$ cat src/rtl/mac_row_driver.sv
// rtl/mac_row_driver.sv - feeds one MAC row with weight loads, activation execs and drain bubbles
//
// Purpose:
//   Runs one load/execute job per start pulse. Weights are streamed in first
//   (2*col words for a 2-bit job, col words for a 4-bit job), then
//   activations until the one flagged act_last. After that the row is flushed
//   with col bubble cycles, and done pulses for one cycle.
//   Every cycle drives one registered instruction {mode, exec, load} and two
//   lanes onto the row. A cycle with no accepted word is a bubble.
//
// Ports:
//   clk        rising-edge clock
//   reset      asynchronous active-low reset
//   start      begins a job; only looked at in IDLE
//   mode       job precision (0 = 2-bit, 1 = 4-bit); captured with start
//   wt_data    weight word;      wt_valid / wt_ready handshake
//   act_data   activation word;  act_valid / act_ready handshake, act_last ends the job
//   inst_w     registered row instruction {mode, exec, load}
//   in_w0      registered low lane  (word[bw-1:0])
//   in_w1      registered high lane (word[2*bw-1:bw])
//   busy       high whenever the FSM is not IDLE
//   done       one-cycle job-complete pulse

module mac_row_driver #(
  parameter int bw  = 2,
  parameter int col = 4
) (
  input  logic            clk,
  input  logic            reset,
  input  logic            start,
  input  logic            mode,
  input  logic [2*bw-1:0] wt_data,
  input  logic            wt_valid,
  output logic            wt_ready,
  input  logic [2*bw-1:0] act_data,
  input  logic            act_valid,
  input  logic            act_last,
  output logic            act_ready,
  output logic [2:0]      inst_w,
  output logic [bw-1:0]   in_w0,
  output logic [bw-1:0]   in_w1,
  output logic            busy,
  output logic            done
);

  // Weight counter must hold the largest weight count (2*col) without wrapping.
  localparam int WCW = $clog2(2 * col + 1);
  // Drain counter counts 0..col-1.
  localparam int DCW = $clog2(col + 1);

  localparam logic [WCW-1:0] WT_LIMIT_2B = WCW'(2 * col);
  localparam logic [WCW-1:0] WT_LIMIT_4B = WCW'(col);
  localparam logic [DCW-1:0] DRAIN_LAST  = DCW'(col - 1);

  localparam logic [2:0] S_IDLE  = 3'd0;
  localparam logic [2:0] S_LOAD  = 3'd1;
  localparam logic [2:0] S_EXEC  = 3'd2;
  localparam logic [2:0] S_DRAIN = 3'd3;
  localparam logic [2:0] S_DONE  = 3'd4;

  logic [2:0]      state_q,     state_d;
  logic            job_mode_q,  job_mode_d;
  logic [WCW-1:0]  wt_cnt_q,    wt_cnt_d;
  logic [15:0]     act_cnt_q,   act_cnt_d;
  logic [DCW-1:0]  drain_cnt_q, drain_cnt_d;
  logic [2:0]      inst_q,      inst_d;
  logic [2*bw-1:0] lane_q,      lane_d;

  logic [WCW-1:0]  wt_limit;
  logic [WCW-1:0]  wt_cnt_inc;
  logic            wt_acc;
  logic            act_acc;

  // Handshake side: ready signals are pure decodes of the current state so
  // an asynchronous reset drops them immediately along with the state.
  assign wt_limit   = job_mode_q ? WT_LIMIT_4B : WT_LIMIT_2B;
  assign wt_cnt_inc = wt_cnt_q + 1'b1;

  assign wt_ready  = (state_q == S_LOAD) && (wt_cnt_q < wt_limit);
  assign act_ready = (state_q == S_EXEC);

  assign wt_acc  = wt_valid  & wt_ready;
  assign act_acc = act_valid & act_ready;

  assign busy = (state_q != S_IDLE);
  assign done = (state_q == S_DONE);

  assign inst_w = inst_q;
  assign in_w0  = lane_q[bw-1:0];
  assign in_w1  = lane_q[2*bw-1:bw];

  always_comb begin
    state_d     = state_q;
    job_mode_d  = job_mode_q;
    wt_cnt_d    = wt_cnt_q;
    act_cnt_d   = act_cnt_q;
    drain_cnt_d = drain_cnt_q;

    case (state_q)
      S_IDLE: begin
        if (start) begin
          job_mode_d  = mode;
          wt_cnt_d    = '0;
          act_cnt_d   = '0;
          drain_cnt_d = '0;
          state_d     = S_LOAD;
        end
      end

      S_LOAD: begin
        if (wt_acc) begin
          wt_cnt_d = wt_cnt_inc;
          // Leaving on the accepting edge of the last weight keeps act_ready
          // low in that cycle, so no activation can overlap the final load.
          if (wt_cnt_inc == wt_limit) begin
            state_d = S_EXEC;
          end
        end
      end

      S_EXEC: begin
        if (act_acc) begin
          if (act_cnt_q != 16'hFFFF) begin
            act_cnt_d = act_cnt_q + 16'd1;
          end
          if (act_last) begin
            drain_cnt_d = '0;
            state_d     = S_DRAIN;
          end
        end
      end

      S_DRAIN: begin
        // One bubble per column so the last activation ripples out of the row.
        if (drain_cnt_q == DRAIN_LAST) begin
          state_d = S_DONE;
        end else begin
          drain_cnt_d = drain_cnt_q + 1'b1;
        end
      end

      S_DONE: begin
        state_d = S_IDLE;
      end

      default: begin
        state_d = S_IDLE;
      end
    endcase
  end

  // Row instruction for the next cycle. Using job_mode_d means the bubble
  // issued on the start edge already carries the new job's precision.
  // wt_acc and act_acc are exclusive because their ready signals decode
  // different states.
  always_comb begin
    inst_d = {job_mode_d, act_acc, wt_acc};
    lane_d = '0;
    if (wt_acc) begin
      lane_d = wt_data;
    end else if (act_acc) begin
      lane_d = act_data;
    end
  end

  always_ff @(posedge clk or negedge reset) begin
    if (!reset) begin
      state_q     <= S_IDLE;
      job_mode_q  <= 1'b0;
      wt_cnt_q    <= '0;
      act_cnt_q   <= '0;
      drain_cnt_q <= '0;
      inst_q      <= 3'b000;
      lane_q      <= '0;
    end else begin
      state_q     <= state_d;
      job_mode_q  <= job_mode_d;
      wt_cnt_q    <= wt_cnt_d;
      act_cnt_q   <= act_cnt_d;
      drain_cnt_q <= drain_cnt_d;
      inst_q      <= inst_d;
      lane_q      <= lane_d;
    end
  end

endmodule

$ cat config.mk
export PLATFORM = sky130hd
export DESIGN_NAME = mac_row_driver
export DESIGN_NICKNAME = d
export VERILOG_FILES = /design/src/rtl/mac_row_driver.sv
export SDC_FILE = /design/constraint.sdc
export NUM_CORES = 1
export LEC_CHECK = 0
export BUFFER_PORTS_ARGS = -buffer_cell sky130_fd_sc_hd__buf_2
export CORE_UTILIZATION = 30
export DETAILED_ROUTE_END_ITERATION = 7
export SYNTH_ARGS = -nofsm -noshare
export SYNTH_HDL_FRONTEND = slang
export SYNTH_SLANG_ARGS = --single-unit
$ cat constraint.sdc
create_clock -name clk -period 4.9 [get_ports clk]
set_input_delay 0.735 -clock clk [delete_from_list [all_inputs] [get_ports clk]]
set_output_delay 0.735 -clock clk [all_outputs]
set_load 0.1 [all_outputs]
* Word-level counts from Yosys, hierarchy flattened *
Cells that the tools add are included.

storage, ports and cells
  memories kept = 0
  memory bits (read-only) = 0
  flip-flop bits (word level) = 18
  logic and storage cells = 52
  input port bits = 15
  RAM bits = 0
  bits in latches = 0
  output and inout port bits = 11

operators by class
  shift-type cells = 0
  multiplexer cells = 20
  reduce and logical (&&, ||, !) cells = 8
  equal/unequal tests = 13
  magnitude comparators = 1
  divide/modulo/power cells = 0
  add/sub/neg operators = 2
  bitwise logic cells = 2
  multipliers = 0

operator list
  operator             number
  $mux 3               10
  $mux 4               5
  $pmux 3 s4           1
  $ne 2x2->1 const B   5
  $eq 3x2->1 const B   3
  $pmux 3 s3           1
  $pmux 4 s2           1
  $reduce_and 6->1     1
  $reduce_bool 3->1    2
  $reduce_and 5->1     1
  $add 4x1->4 const B  1
  $eq 4x4->1           1
  $lt 4x4->1           1
  $ne 2x1->1 const B   2
  $add 3x1->3 const B  1
  $eq 3x1->1 const B   1
  $eq 3x3->1 const B   1
  $logic_not 3->1      1
  $reduce_and 3->1     1
  $and 1x1->1          2
  $mux 1               2
  $reduce_bool 2->1    1
  $logic_and 1x1->1    1

* Longest topological paths before layout *
  word-level depth = 6
  gate-level depth with buffers = 6
  depth with buffers taken out = 6

* Worst setup path after synthesis *
OpenSTA, ideal clock, no wires.

  path type = register to output
  from = register, netlist name inst_w[2]
  to = output port wt_ready
  path buffers = 0
  required time = 4165 ps
  path slack = -1298 ps
  data arrival time = 5463 ps
  cell stages (with the launch flop) = 3
  cell sequence = dfrtp_1 > ha_1 > a2111oi_0

RTL lines
  element           RTL line  RTL
  end: declaration  34        output logic wt_ready,

==> run summary <==
Syn. warnings -> 0
Ys flop type -> dfrtp_1
DIE HEIGHT -> 56.3 um
Arrival @ worst endpoint -> 1.95 ns
DRC marker count from the first detailed-route iteration -> 10
Clock Skews -> 0.00169 ns
RR Endpoint -> drain_cnt_q[0]
Largest net degree at the start of global routing -> 18
Area growth, synth to finish -> 19.1%
Critical path class -> reg -> out
Clk sinks -> 17
Layout Nets -> 125
Setup_tns -> 0 ns
Final Setup Violations -> 0
Most common cell in the netlist -> dfrtp_1
Slew Viols, Final -> 0
Drt pass-1 iters -> 3
First-pass GRT wire length -> 2.84 mm
Top cells by area, synth -> dfrtp_1 48%, a22o_2 5.7%, ha_1 5.7%, mux2_2 3.8%, a22o_1 3.0%
Filler cells -> 296
FF-to-FF path depth -> 6
Total core area -> 2780 um^2
Post-synth EDFFs -> 0
CTS tree -> done
Cts-stage hold buffer count -> 0
HPWL Detailed -> 1.33 mm
Layout cells sized above 1 -> 41.9%
Reg2Reg Setup Slack -> 3.15 ns
FFs w/ async S/R, synth -> 100%
Worst-path clk slew -> 0.09 ns
Period Utilization, post-route -> 54.7%
Final Hold Vio Count -> 0
Drt wl/cell -> 12.3 um
Post-synth top cells -> 17 x dfrtp_1, 6 x nor2_1, 5 x a22o_2, 5 x nand2_1
IO Count -> 26
Grt ovf -> 0
Syn_area_per_cell -> 11.2 um^2
Slew margin rel. -> 67.6%
Gpl congestion -> 0.742
CTS Buf Count -> 3
Worst-Margin Slew -> 0.490 ns
Outcome -> completed
Max cap viols -> 0
Number of diodes -> 0
Min-delay worst type -> in -> async
Post-CTS setup buffer count -> 0
Antenna violations before repair -> 0
Yosys reg bits -> 17
Wirelength, routed -> 1.68 mm
Drc violations -> 0
Via count -> 678
Row count -> 19
Yosys cell types -> 34
Seq/Total Area, Yosys -> 48.2%
Synthesized area -> 883 um^2
Clock Path Buffers -> 2
Post-CTS sizing -> 0
Vias in the first global route -> 674
RSZ-0062 raised after global routing -> false
Die Area -> 3170 um^2
Final Critical Period -> 2.68 ns
Crit end category -> output pin
Root buf cell -> clkbuf_4
Startpoint types -> register
Port bufs -> 25
Cell taking the most area after synthesis -> dfrtp_1
Routed vias/inst -> 4.99
Yosys top cell area share -> 48.2%
FF-to-FF Start -> drain_cnt_q[0]
Critical Path Fanout Max -> 5
Gate Count Post-Synth -> 79
Worst skew pair latency -> 0.28 ns
Die W -> 56.3 um
Post-Syn Nets -> 98
Total Routing Usage GR -> 11.5%
Required time worst endpoint -> 4.16 ns
Fmax -> 0.373 GHz
Detail Route Antenna Nets -> 0
Initial Utilization -> 31.8%
H-tree Lvls -> 1
==> metrics by stage <==
stage / cell area [um^2] / worst slack, ns / util (%) / hold WS [ns] / cells
2_1_floorplan: 885 / 0.0896 / - / 0.439 / 79
3_3_place_gp: 1030 / 2.57 / 36.9 / 0.489 / 132
3_5_place_dp: 1030 / 2.52 / 36.9 / 0.494 / 132
4_1_cts: 1050 / 2.19 / 37.8 / 0.354 / 136
5_1_grt: 1050 / 2.09 / 37.8 / 0.367 / 136
6_report: 1050 / 2.22 / 37.8 / 0.355 / 136
==> how the worst max path moves through the flow <==
stage / start / end / depth (start not counted) / slack (ns)
after floorplan: inst_w[2] / wt_ready / 2 / 0.09
after global placement: inst_w[2] / wt_ready / 3 / 2.57
after detailed placement: inst_w[2] / wt_ready / 3 / 2.52
after CTS: inst_w[2] / wt_ready / 3 / 2.19
after global routing: inst_w[2] / wt_ready / 3 / 2.09
final: inst_w[2] / wt_ready / 3 / 2.22
==> flip-flops by register name, indices dropped and copies added (netlist names) <==
signal       count
drain_cnt_q      3
inst_w           3
wt_cnt_q         4
lane_q           4
state_q          3
==> metal layers <==
metal  vias to the layer above  wire length, um  GRT usage (%)
li1                        333                -              -
met1                       329              712           12.6
met2                        16              867           20.4
met3                         0               96           3.69
met4                         0                0           4.53
met5                         -                0              0
==> critical path, cell delays in order (launching register included) <==
cell and delay [ns]:
dfrtp_1 0.45, ha_1 0.39, a2111oi_1 0.34, buf_2 0.49
==> cell type report <==
class / count / area, um^2 / share of cell area, %
sequential: 17 / 425 / 40.4
tap: 31 / 38.8 / 3.69
multi-input combinational: 55 / 422 / 40.1
inverter: 4 / 15.0 / 1.43
clock buffer: 4 / 26.3 / 2.50
timing repair buffer: 25 / 125 / 11.9
==> cell families (layout without fill, tap and decap cells) <==
| kind of cell | count (synthesis) | count (layout) | synth area share (%) |
|---|---|---|---|
| buffers and inverters | 7 | 33 | 4.25 |
| xor gates and xnor gates | 1 | 1 | 0.992 |
| adders and majority gates | 4 | 4 | 5.67 |
| AOI/OAI and AO/OA | 20 | 20 | 19.7 |
| and+or+nand+nor | 27 | 27 | 17.4 |
| DFF | 17 | 17 | 48.2 |
| muxes | 3 | 3 | 3.82 |
==> placed cells by master, fill, tap and decap left out, types with 2 or more instances in the layout <==
| cell | Yosys | final |
|---|---|---|
| a22o_1 | 3 | 3 |
| dfrtp_1 | 17 | 17 |
| o21ai_0 | 2 | 2 |
| or3_2 | 2 | 2 |
| nand3b_1 | 2 | 2 |
| ha_1 | 4 | 4 |
| mux2_2 | 3 | 3 |
| buf_2 | 0 | 25 |
| nand2b_1 | 3 | 3 |
| clkbuf_4 | 0 | 3 |
| a22o_2 | 5 | 5 |
| a31oi_1 | 2 | 2 |
| inv_1 | 4 | 4 |
| nand2_1 | 5 | 5 |
| nor2_1 | 6 | 6 |
Power is not shown: default switching activity piles up to over one toggle a cycle in this logic, so the estimate is an artifact.
